[config.mk]
export PLATFORM = sky130hd
export DESIGN_NAME = serial_frame_tx
export DESIGN_NICKNAME = d
export VERILOG_FILES = /design/src/rtl/ser_pkg.sv /design/src/rtl/serial_frame_tx.sv
export SDC_FILE = /design/constraint.sdc
export NUM_CORES = 1
export LEC_CHECK = 0
export ABC_AREA = 1
export ABC_CLOCK_PERIOD_IN_PS = 1250
export BUFFER_PORTS_ARGS = -buffer_cell sky130_fd_sc_hd__buf_2
export CORE_ASPECT_RATIO = 1.5
export CORE_MARGIN = 2
export CORE_UTILIZATION = 50
export DETAILED_ROUTE_END_ITERATION = 6
export GPL_TIMING_DRIVEN = 0
export PLACE_DENSITY = 0.74
export SYNTH_ARGS = -nofsm -noshare
export SYNTH_HDL_FRONTEND = slang
export SYNTH_SLANG_ARGS = --single-unit
[constraint.sdc]
create_clock -name clk -period 1.25 [get_ports clk]
set_input_delay 0.25 -clock clk [delete_from_list [all_inputs] [get_ports clk]]
set_output_delay 0.25 -clock clk [all_outputs]
set_load 0.01 [all_outputs]
[src/rtl/ser_pkg.sv]
// ser_pkg: shared state encoding and counter widths for the serial framer
package ser_pkg;
  typedef enum logic [1:0] {ST_IDLE, ST_SHIFT, ST_PARITY, ST_GAP} ser_state_t;
  localparam int GAP_CNT_W = 8;
endpackage

[src/rtl/serial_frame_tx.sv]
// serial_frame_tx: valid/ready word to serial bit stream framer; SER_PARITY_EN appends an even-parity bit
module serial_frame_tx
  import ser_pkg::*;
#(
  parameter int   WIDTH      = 8,
  parameter int   MSB_FIRST  = 1,
  parameter int   GAP_CYCLES = 0,
  parameter logic IDLE_LEVEL = 1'b0
) (
  input  logic             clk,
  input  logic             rst,
  input  logic [WIDTH-1:0] data_in,
  input  logic             data_valid,
  output logic             data_ready,
  output logic             ser_out,
  output logic             ser_valid,
  output logic             busy,
  output logic             frame_done
);
  localparam int CW = (WIDTH > 1) ? $clog2(WIDTH) : 1;
  localparam logic [CW-1:0] LAST_BIT = CW'(WIDTH - 1);
  localparam logic [GAP_CNT_W-1:0] GAP_LAST = GAP_CNT_W'((GAP_CYCLES > 0) ? GAP_CYCLES - 1 : 0);
`ifdef SER_PARITY_EN
  localparam bit PAR_EN = 1'b1;
`else
  localparam bit PAR_EN = 1'b0;
`endif
  ser_state_t           state, nxt, tail;
  logic [WIDTH-1:0]     sr;
  logic [CW-1:0]        bit_cnt;
  logic [GAP_CNT_W-1:0] gap_cnt;
  logic                 live, last, accept, par_bit;
  assign last   = bit_cnt == LAST_BIT;
  assign accept = data_valid & data_ready;
  // ready in IDLE, or on the last data bit when the next frame may follow with no bubble
  assign data_ready = live & ((state == ST_IDLE) |
                      ((state == ST_SHIFT) & last & !PAR_EN & (GAP_CYCLES == 0)));
`ifdef SER_PARITY_EN
  // even parity of the word, captured alongside it
  always_ff @(posedge clk or negedge rst)
    if (!rst) par_bit <= 1'b0;
    else if (accept) par_bit <= ^data_in;
`else
  assign par_bit = IDLE_LEVEL;
`endif
  // where a frame goes once its body (data plus optional parity) is done
  always_comb begin
    tail = (GAP_CYCLES > 0) ? ST_GAP : (accept ? ST_SHIFT : ST_IDLE);
    nxt  = state == ST_IDLE   ? (accept ? ST_SHIFT : ST_IDLE) :
           state == ST_SHIFT  ? (last ? (PAR_EN ? ST_PARITY : tail) : ST_SHIFT) :
           state == ST_PARITY ? tail :
                                (gap_cnt == GAP_LAST ? ST_IDLE : ST_GAP);
  end
  // state, shift register and terminal-compare counters; live masks ready until reset is released
  always_ff @(posedge clk or negedge rst)
    if (!rst) begin
      state   <= ST_IDLE;
      sr      <= '0;
      bit_cnt <= '0;
      gap_cnt <= '0;
      live    <= 1'b0;
    end else begin
      live    <= 1'b1;
      state   <= nxt;
      sr      <= accept ? data_in :
                 state == ST_SHIFT ? (MSB_FIRST != 0 ? sr << 1 : sr >> 1) : sr;
      bit_cnt <= (state == ST_SHIFT && !last) ? bit_cnt + 1'b1 : '0;
      gap_cnt <= state == ST_GAP ? gap_cnt + 1'b1 : '0;
    end
  // outputs decode only registered state, so the first bit lands the cycle after accept
  always_comb begin
    ser_valid  = (state == ST_SHIFT) | (state == ST_PARITY);
    ser_out    = state == ST_SHIFT  ? (MSB_FIRST != 0 ? sr[WIDTH-1] : sr[0]) :
                 state == ST_PARITY ? par_bit : IDLE_LEVEL;
    busy       = state != ST_IDLE;
    frame_done = ((state == ST_SHIFT) & last & !PAR_EN) | (state == ST_PARITY);
  end
endmodule
# Yosys cells after proc, flatten, opt, wreduce, memory -nomap -nowiden
# Index checks and enable logic that the tools add are counted.
# word_totals
elab_cells,34
inputBits,11
out_inout_bits,5
reg_bits,22
# classes
add_sub_neg,2
reduce_logical,6
mux,11
n_eq_ne,4
bitwise_logic,6
# ops
operator,n
2-to-1 mux 8 bit,3
"adder 8 x 1 -> 8 bit, second input constant",1
logical NOT 8 bit,1
2-to-1 mux 2 bit,4
"equality test 2 bit, second input constant",2
nonzero test 2 bit,2
"adder 3 x 1 -> 3 bit, second input constant",1
bitwise AND 1 bit,3
"equality test 3 bit, second input constant",1
2-to-1 mux 1 bit,3
2-to-1 mux 3 bit,1
bitwise OR 1 bit,3
"equality test 2 x 1 -> 1 bit, second input constant",1
logical NOT 2 bit,1
logical AND 1 bit,1
logical NOT 1 bit,1

# Logic depth before layout (Yosys ltp)
# Gate-level depths: netlist of run 1.
# depth
depth_word,9
mapped_depth,8
depth_no_buf,8

# Worst setup path before layout of run 1
# Ideal clock, no wire load.
# synth_timing
kind,reg-to-output
start,reg bit_cnt[0]
end,out data_ready
t_arrival_ns,1.043
stages_incl_launch_ff,7
n_path_buf,0
setup_slack_ns,-0.043
path_cell_list,dfrtp_1 > ha_1 > ha_1 > nand2_2 > nand2_4 > inv_2 > nor2_8
# synth_between
elab_chain_cells,4
# synth_rtl
item,line_no,text
from (decl),serial_frame_tx.sv:30,logic [CW-1:0] bit_cnt;
from (signal assigned),serial_frame_tx.sv:67,bit_cnt <= (state == ST_SHIFT && !last) ? bit_cnt + 1'b1 : '0;
equality test 3 bit,serial_frame_tx.sv:33,assign last = bit_cnt == LAST_BIT;
bitwise AND 1 bit,serial_frame_tx.sv:37,((state == ST_SHIFT) & last & !PAR_EN & (GAP_CYCLES == 0)));
bitwise OR 1 bit,serial_frame_tx.sv:36,assign data_ready = live & ((state == ST_IDLE) |
bitwise AND 1 bit,serial_frame_tx.sv:36,
to (decl),serial_frame_tx.sv:14,"output logic data_ready,"
# No other way between the ends.

# Worst setup path after layout of run 1
# Same ends and word-level chain as after synthesis.

==> impl_metrics.ini, run 1 <==
[run_status]
status = finished, violations left
violations = negative setup slack

[clocking]
numCtsBuffers = 3
cts_tree = done
clk_pin_slew_worst_paths_ps = 130
clockRootBuffer = clkbuf_4
htreeDepth = 1
cts_sinks = 22
clk_latency_ps = 310
cts_buffer_depth = 2

[setup_path]
r2r_cells = 10
criticalPathCategory = flip-flop to primary output
r2r-end = sr[4]
cp_data_required_time_ps = 1000
rrSetupSlack_ps = -350
cp_max_fo = 2
startpoint_type = flip-flop
r2r-start = bit_cnt[0]
end_kind = primary output
arrival_ps = 1440

[floorplanning]
core_area_um2 = 2230
fp.dieArea_um2 = 2760
io_pins = 16
die_width_um = 43.6
fp-row-count = 21
start_util = 0.525
die_h_um = 63.3

[global_route]
grt_pass1_wl_mm = 4.21
gr-usage-met2 = 0.357
use_met3 = 0.0172
gr-total-overflow = 0
grt_usage = 0.199
grt.busiest_layer = met2
antenna_found_initial = 0
grt_max_degree = 23
grt_pass1_vias = 1005
grt_use_met1 = 0.233

[synthesis]
ys.flop_type = dfrtp_1
syn_inst = 133
synth_edf_count = 0
ys_warn_count = 0
seq_area_frac_synth = 0.469
synth_nets = 152
syn_area_um2 = 1170
netlist-cell-type-count = 23
ys_seq_elements = 22
avgSynthCellArea_um2 = 8.82
async_flop_share = 1.00

[finish]
drive_above_1_share = 0.491
final_core_util = 0.761
area_growth_pct = 44.8
final_nets = 190
final_cells = 192
diodes = 0

[drt]
wl_mm = 2.99
antenna_left = 0
drt_iter0_markers = 20
routedWlPerCell_um = 15.5
drc_errors = 0
vias = 1070
avgViaCountPerCell = 5.57
first_pass_iters = 4

[placed_design]
io_buffers = 14
dp_hpwl_mm = 1.58
routabilityCongestion = 0.782
dp.cells = 170

[sta]
rsz0062_at_grt = yes
relSlewSlack = 0.664
hold_violations = 0
setup_viol = 18
slew_viol_final = 0
max_clock_freq_ghz = 0.590
fin_crit_ps = 1690
fin_skew_ps = 2.74
whs_ps = 160
layout_worst_path_cycle_share = 1.35
tightest_slew_ps = 504
tns_ps = -4590
timing.final.ws_setup_ps = -444

[power]
power.leakage_nw = 0.858
total_power_w = 0.00306
ir_worst_vdd_v = 0.000989
cellPowerDensity_nw_per_um2 = 1800

[worst_hold_path]
worstHoldEndpoint = sr[6]
min_from = data_in[6]
hold_path_depth = 3
holdCritPathClass = input pin to flip-flop

[job]
cap_violations = 0
## worst max-delay path by stage
stage	startpoint	cells after the start	slack, ps	end
final	bit_cnt[0]	7	-440	data_ready
after global routing	bit_cnt[0]	7	-500	data_ready
after CTS	bit_cnt[0]	7	-410	data_ready
after detailed placement	state[1]	7	-160	data_ready
after global placement	bit_cnt[0]	7	-130	data_ready
after floorplan	state[1]	8	-5	sr[3]
## report_power, final
group          total [W]  switching (W)  internal, W  leakage (nW)
Clock           0.000336       0.000223     0.000113        0.0138
Combinational    0.00170       0.000834     0.000871         0.552
Sequential       0.00102       0.000149     0.000870         0.292
Total            0.00306        0.00121      0.00185         0.858
## layout make-up
class,count,area [um2]
inverters,21,91.3
well taps,23,28.8
clock buffers,3,22.5
multi-input cells,87,694
plain buffers,3,31.3
flip-flops and latches,22,551
fillers,157,534
repair buffers,33,280
## through the flow
step,cell area (um2),setup WS (ps)
global placement,1300,-134
floorplan,1200,-5.37
CTS,1490,-414
finish,1700,-444
global route,1700,-495
detailed placement,1300,-159
## logic make-up after synthesis
family,Yosys count,synth area share
simple gates,66,0.295
buf+inv,24,0.0927
flops,22,0.469
compound gates,12,0.0544
fa+ha+maj,8,0.0853
other cells,1,0.00320
## critical path, cell delays in order (launching register included)
cell and delay (ps):
dfrtp_1 410, ha_2 190, ha_4 170, nand2_4 70
nand2_4 60, inv_4 80, nor2_8 50, buf_6 110
## flip-flops by register name, summed over array words and instances, names as in the netlist
| register | cells |
|---|---|
| live | 1 |
| sr | 8 |
| bit_cnt | 3 |
| state | 2 |
| gap_cnt | 8 |
## cells in the mapped netlist, types with 2 or more instances
master | count | share of area
a21oi_1 | 5 | 0.021
buf_6 | 2 | 0.019
dfrtp_1 | 22 | 0.47
ha_1 | 8 | 0.085
inv_1 | 19 | 0.061
nand2_1 | 14 | 0.045
nand3_1 | 28 | 0.12
nand4_1 | 2 | 0.011
nor2_1 | 13 | 0.042
nor2_2 | 3 | 0.016
o21ai_0 | 5 | 0.021
## layout by cell type, fill, tap and decap left out
| master | synthesis | layout |
|---|---|---|
| inv_1 | 19 | 13 |
| o21ai_2 | 0 | 1 |
| conb_1 | 1 | 1 |
| buf_8 | 0 | 2 |
| o21ai_0 | 5 | 4 |
| nand3_2 | 0 | 15 |
| buf_4 | 0 | 10 |
| buf_6 | 2 | 13 |
| nand2_1 | 14 | 12 |
| nor2_4 | 0 | 2 |
| dlygate4sd3_1 | 0 | 1 |
| nand2_2 | 1 | 1 |
| inv_8 | 0 | 1 |
| nand4_1 | 2 | 2 |
| nand3_1 | 28 | 12 |
| inv_2 | 1 | 5 |
| ha_4 | 0 | 4 |
| a21boi_2 | 0 | 1 |
| ha_2 | 0 | 1 |
| a31oi_1 | 1 | 1 |
| nor2_1 | 13 | 10 |
| buf_2 | 1 | 10 |
| clkbuf_4 | 0 | 3 |
| nand2_4 | 1 | 3 |
| ha_1 | 8 | 3 |
| nor3_2 | 1 | 1 |
| or2_4 | 1 | 1 |
| inv_4 | 1 | 2 |
| nor2_8 | 1 | 1 |
| a21oi_1 | 5 | 5 |
| nor2_2 | 3 | 4 |
| nand3_4 | 1 | 2 |
| dfrtp_1 | 22 | 22 |
## metal layers
layer / wire length (um) / share of wire
met1: 1260 / 0.42
met2: 1610 / 0.54
met3: 58 / 0.019
met4: 57 / 0.019
met5: 0 / 0
## what timing repair did
item,in CTS,in global routing
pin swaps,12,8
endpoints found under the setup margin,16,19
cloned,1,0
gates resized for setup,21,38
hold buffers,1,0
setup buffers,10,8
hold endpoints to repair,22,0
(Power assumes the default switching activity.)
==> run 2, diff against run 1 <==
--- a/config.mk
+++ b/config.mk
@@ -6,13 +6,14 @@
 export NUM_CORES = 1
 export LEC_CHECK = 0
 export ABC_AREA = 1
-export ABC_CLOCK_PERIOD_IN_PS = 1250
+export ABC_CLOCK_PERIOD_IN_PS = 1950
 export BUFFER_PORTS_ARGS = -buffer_cell sky130_fd_sc_hd__buf_2
 export CORE_ASPECT_RATIO = 1.5
 export CORE_MARGIN = 2
-export CORE_UTILIZATION = 50
+export CORE_UTILIZATION = 53
 export DETAILED_ROUTE_END_ITERATION = 6
 export GPL_TIMING_DRIVEN = 0
+export MAX_ROUTING_LAYER = met4
 export PLACE_DENSITY = 0.74
 export SYNTH_ARGS = -nofsm -noshare
 export SYNTH_HDL_FRONTEND = slang
==> constraint.sdc (replaced) <==
create_clock -name clk -period 1.95 [get_ports clk]
set_input_delay 0 -clock clk [delete_from_list [all_inputs] [get_ports clk]]
set_output_delay 0 -clock clk [all_outputs]
set_load 0.01 [all_outputs]
==> impl_metrics.ini, run 2 (synthesis gave the netlist of run 1 again) <==
[drt]
routedWlPerCell_um = 12.0
avgViaCountPerCell = 5.25
vias = 951
antenna_left = 0
drc_errors = 0
drt_iter0_markers = 20
wl_mm = 2.17
first_pass_iters = 5

[placed_design]
dp_hpwl_mm = 1.61
io_buffers = 14
dp.cells = 169
routabilityCongestion = 0.794

[finish]
final_cells = 181
final_nets = 180
diodes = 0
drive_above_1_share = 0.195
n_fill_cell = 170
mostFrequentLayoutCells = 28 x nand3_1, 22 x dfrtp_1, 19 x inv_1
final_common_cell = nand3_1
reg.largest.list = gap_cnt (8), sr (8), bit_cnt (3)
area_growth_pct = 17.9

[worst_hold_path]
hold_path_depth = 3
holdCritPathClass = input pin to flip-flop

[global_route]
grt_max_degree = 23
grt_usage = 0.196
grt_pass1_wl_mm = 3.71
antenna_found_initial = 0
grt_pass1_vias = 950
gr-total-overflow = 0

[floorplanning]
die_width_um = 42.4
io_pins = 16
fp.dieArea_um2 = 2610
core_area_um2 = 2050
fp-row-count = 20
start_util = 0.572
die_h_um = 61.6

[sta]
tns_ps = 0
setup_viol = 0
fin_skew_ps = 7.39
rsz0062_at_grt = no
fin_crit_ps = 1560
max_clock_freq_ghz = 0.639
hold_violations = 0
layout_worst_path_cycle_share = 0.802
slew_viol_final = 0

[clocking]
clk_latency_ps = 300
cts_setup_buffers = 0
cts_sinks = 22
htreeDepth = 1
clk_pin_slew_worst_paths_ps = 110
cts_buffer_depth = 2
cts_tree = done
cts_hold_buffers = 9
cts_resized = 0
numCtsBuffers = 3
clockRootBuffer = clkbuf_4

[setup_path]
arrival_ps = 1560
r2r-end = sr[5]
critPathCapture = data_ready
criticalPathCategory = flip-flop to primary output
startpoint = bit_cnt[0]
cp_data_required_time_ps = 1950
end_kind = primary output
rrSetupSlack_ps = 520
r2r-start = bit_cnt[0]
startpoint_type = flip-flop
r2r_cells = 8
cp_max_fo = 8

[power]
ir_worst_vdd_v = 0.000548
power.leakage_nw = 0.730
cellPowerDensity_nw_per_um2 = 975

[run_status]
status = complete, no violations

[job]
cap_violations = 0
run 2: cell types whose count changed in the layout (fill, tap and decap cells not counted), sizes merged:
cell	previous run	this run
buf	35	17
dlygate4sd3	1	9
run 2: how the worst min path moves through the flow:
stage	from	end	slack, ps
5_1_grt	data_valid	sr[0]	50
3_5_place_dp	rst	bit_cnt[1]	-10
3_3_place_gp	rst	bit_cnt[0]	-10
6_report	data_valid	sr[0]	60
4_1_cts	data_valid	sr[0]	40
2_1_floorplan	rst	bit_cnt[0]	-300
run 2: per-layer routing:
| layer | GRT usage | wire (um) | share of wire | up-vias |
|---|---|---|---|---|
| met4 | 0.107 | 37 | 0.017 | 0 |
| li1 | - | - | - | 481 |
| met1 | 0.186 | 896 | 0.41 | 439 |
| met2 | 0.380 | 1150 | 0.53 | 27 |
| met5 | - | 0 | 0 | - |
| met3 | 0.0235 | 84 | 0.039 | 4 |
run 2: cell type report:
class                   instances  area [um2]  share of cell area
repair buffers                 23         160               0.116
multi-input cells              87         514               0.372
inverters                      21        81.3              0.0588
clock buffers                   3        22.5              0.0163
plain buffers                   3        27.5              0.0199
well taps                      22        27.5              0.0199
flip-flops and latches         22         551               0.398
run 2: power breakdown:
group          total (W)  internal [W]  leakage, nW  switching [W]
registers       0.000617      0.000558        0.292      0.0000594
clock network   0.000193     0.0000719       0.0138       0.000121
logic           0.000539      0.000224        0.425       0.000315
run 2: metrics by stage:
stage / hold slack [ps] / cell area [um2] / setup WS, ps / utilization / power [W]
CTS: 43.0 / 1380 / 365 / 0.674 / 0.00137
detailed placement: -12.3 / 1270 / 539 / 0.620 / 0.00116
floorplan: -296 / 1170 / 658 / - / 0.00102
finish: 56.1 / 1380 / 386 / 0.674 / 0.00135
global placement: -12.6 / 1270 / 578 / 0.620 / 0.00112
global route: 53.6 / 1380 / 312 / 0.674 / 0.00145
run 2: worst max-delay path, cell delays in order (launching register included):
cell and delay (ps):
dfrtp_1 410, ha_1 210, ha_1 210, nand2_2 90
nand2_4 60, inv_2 100, nor2_8 50, buf_2 140
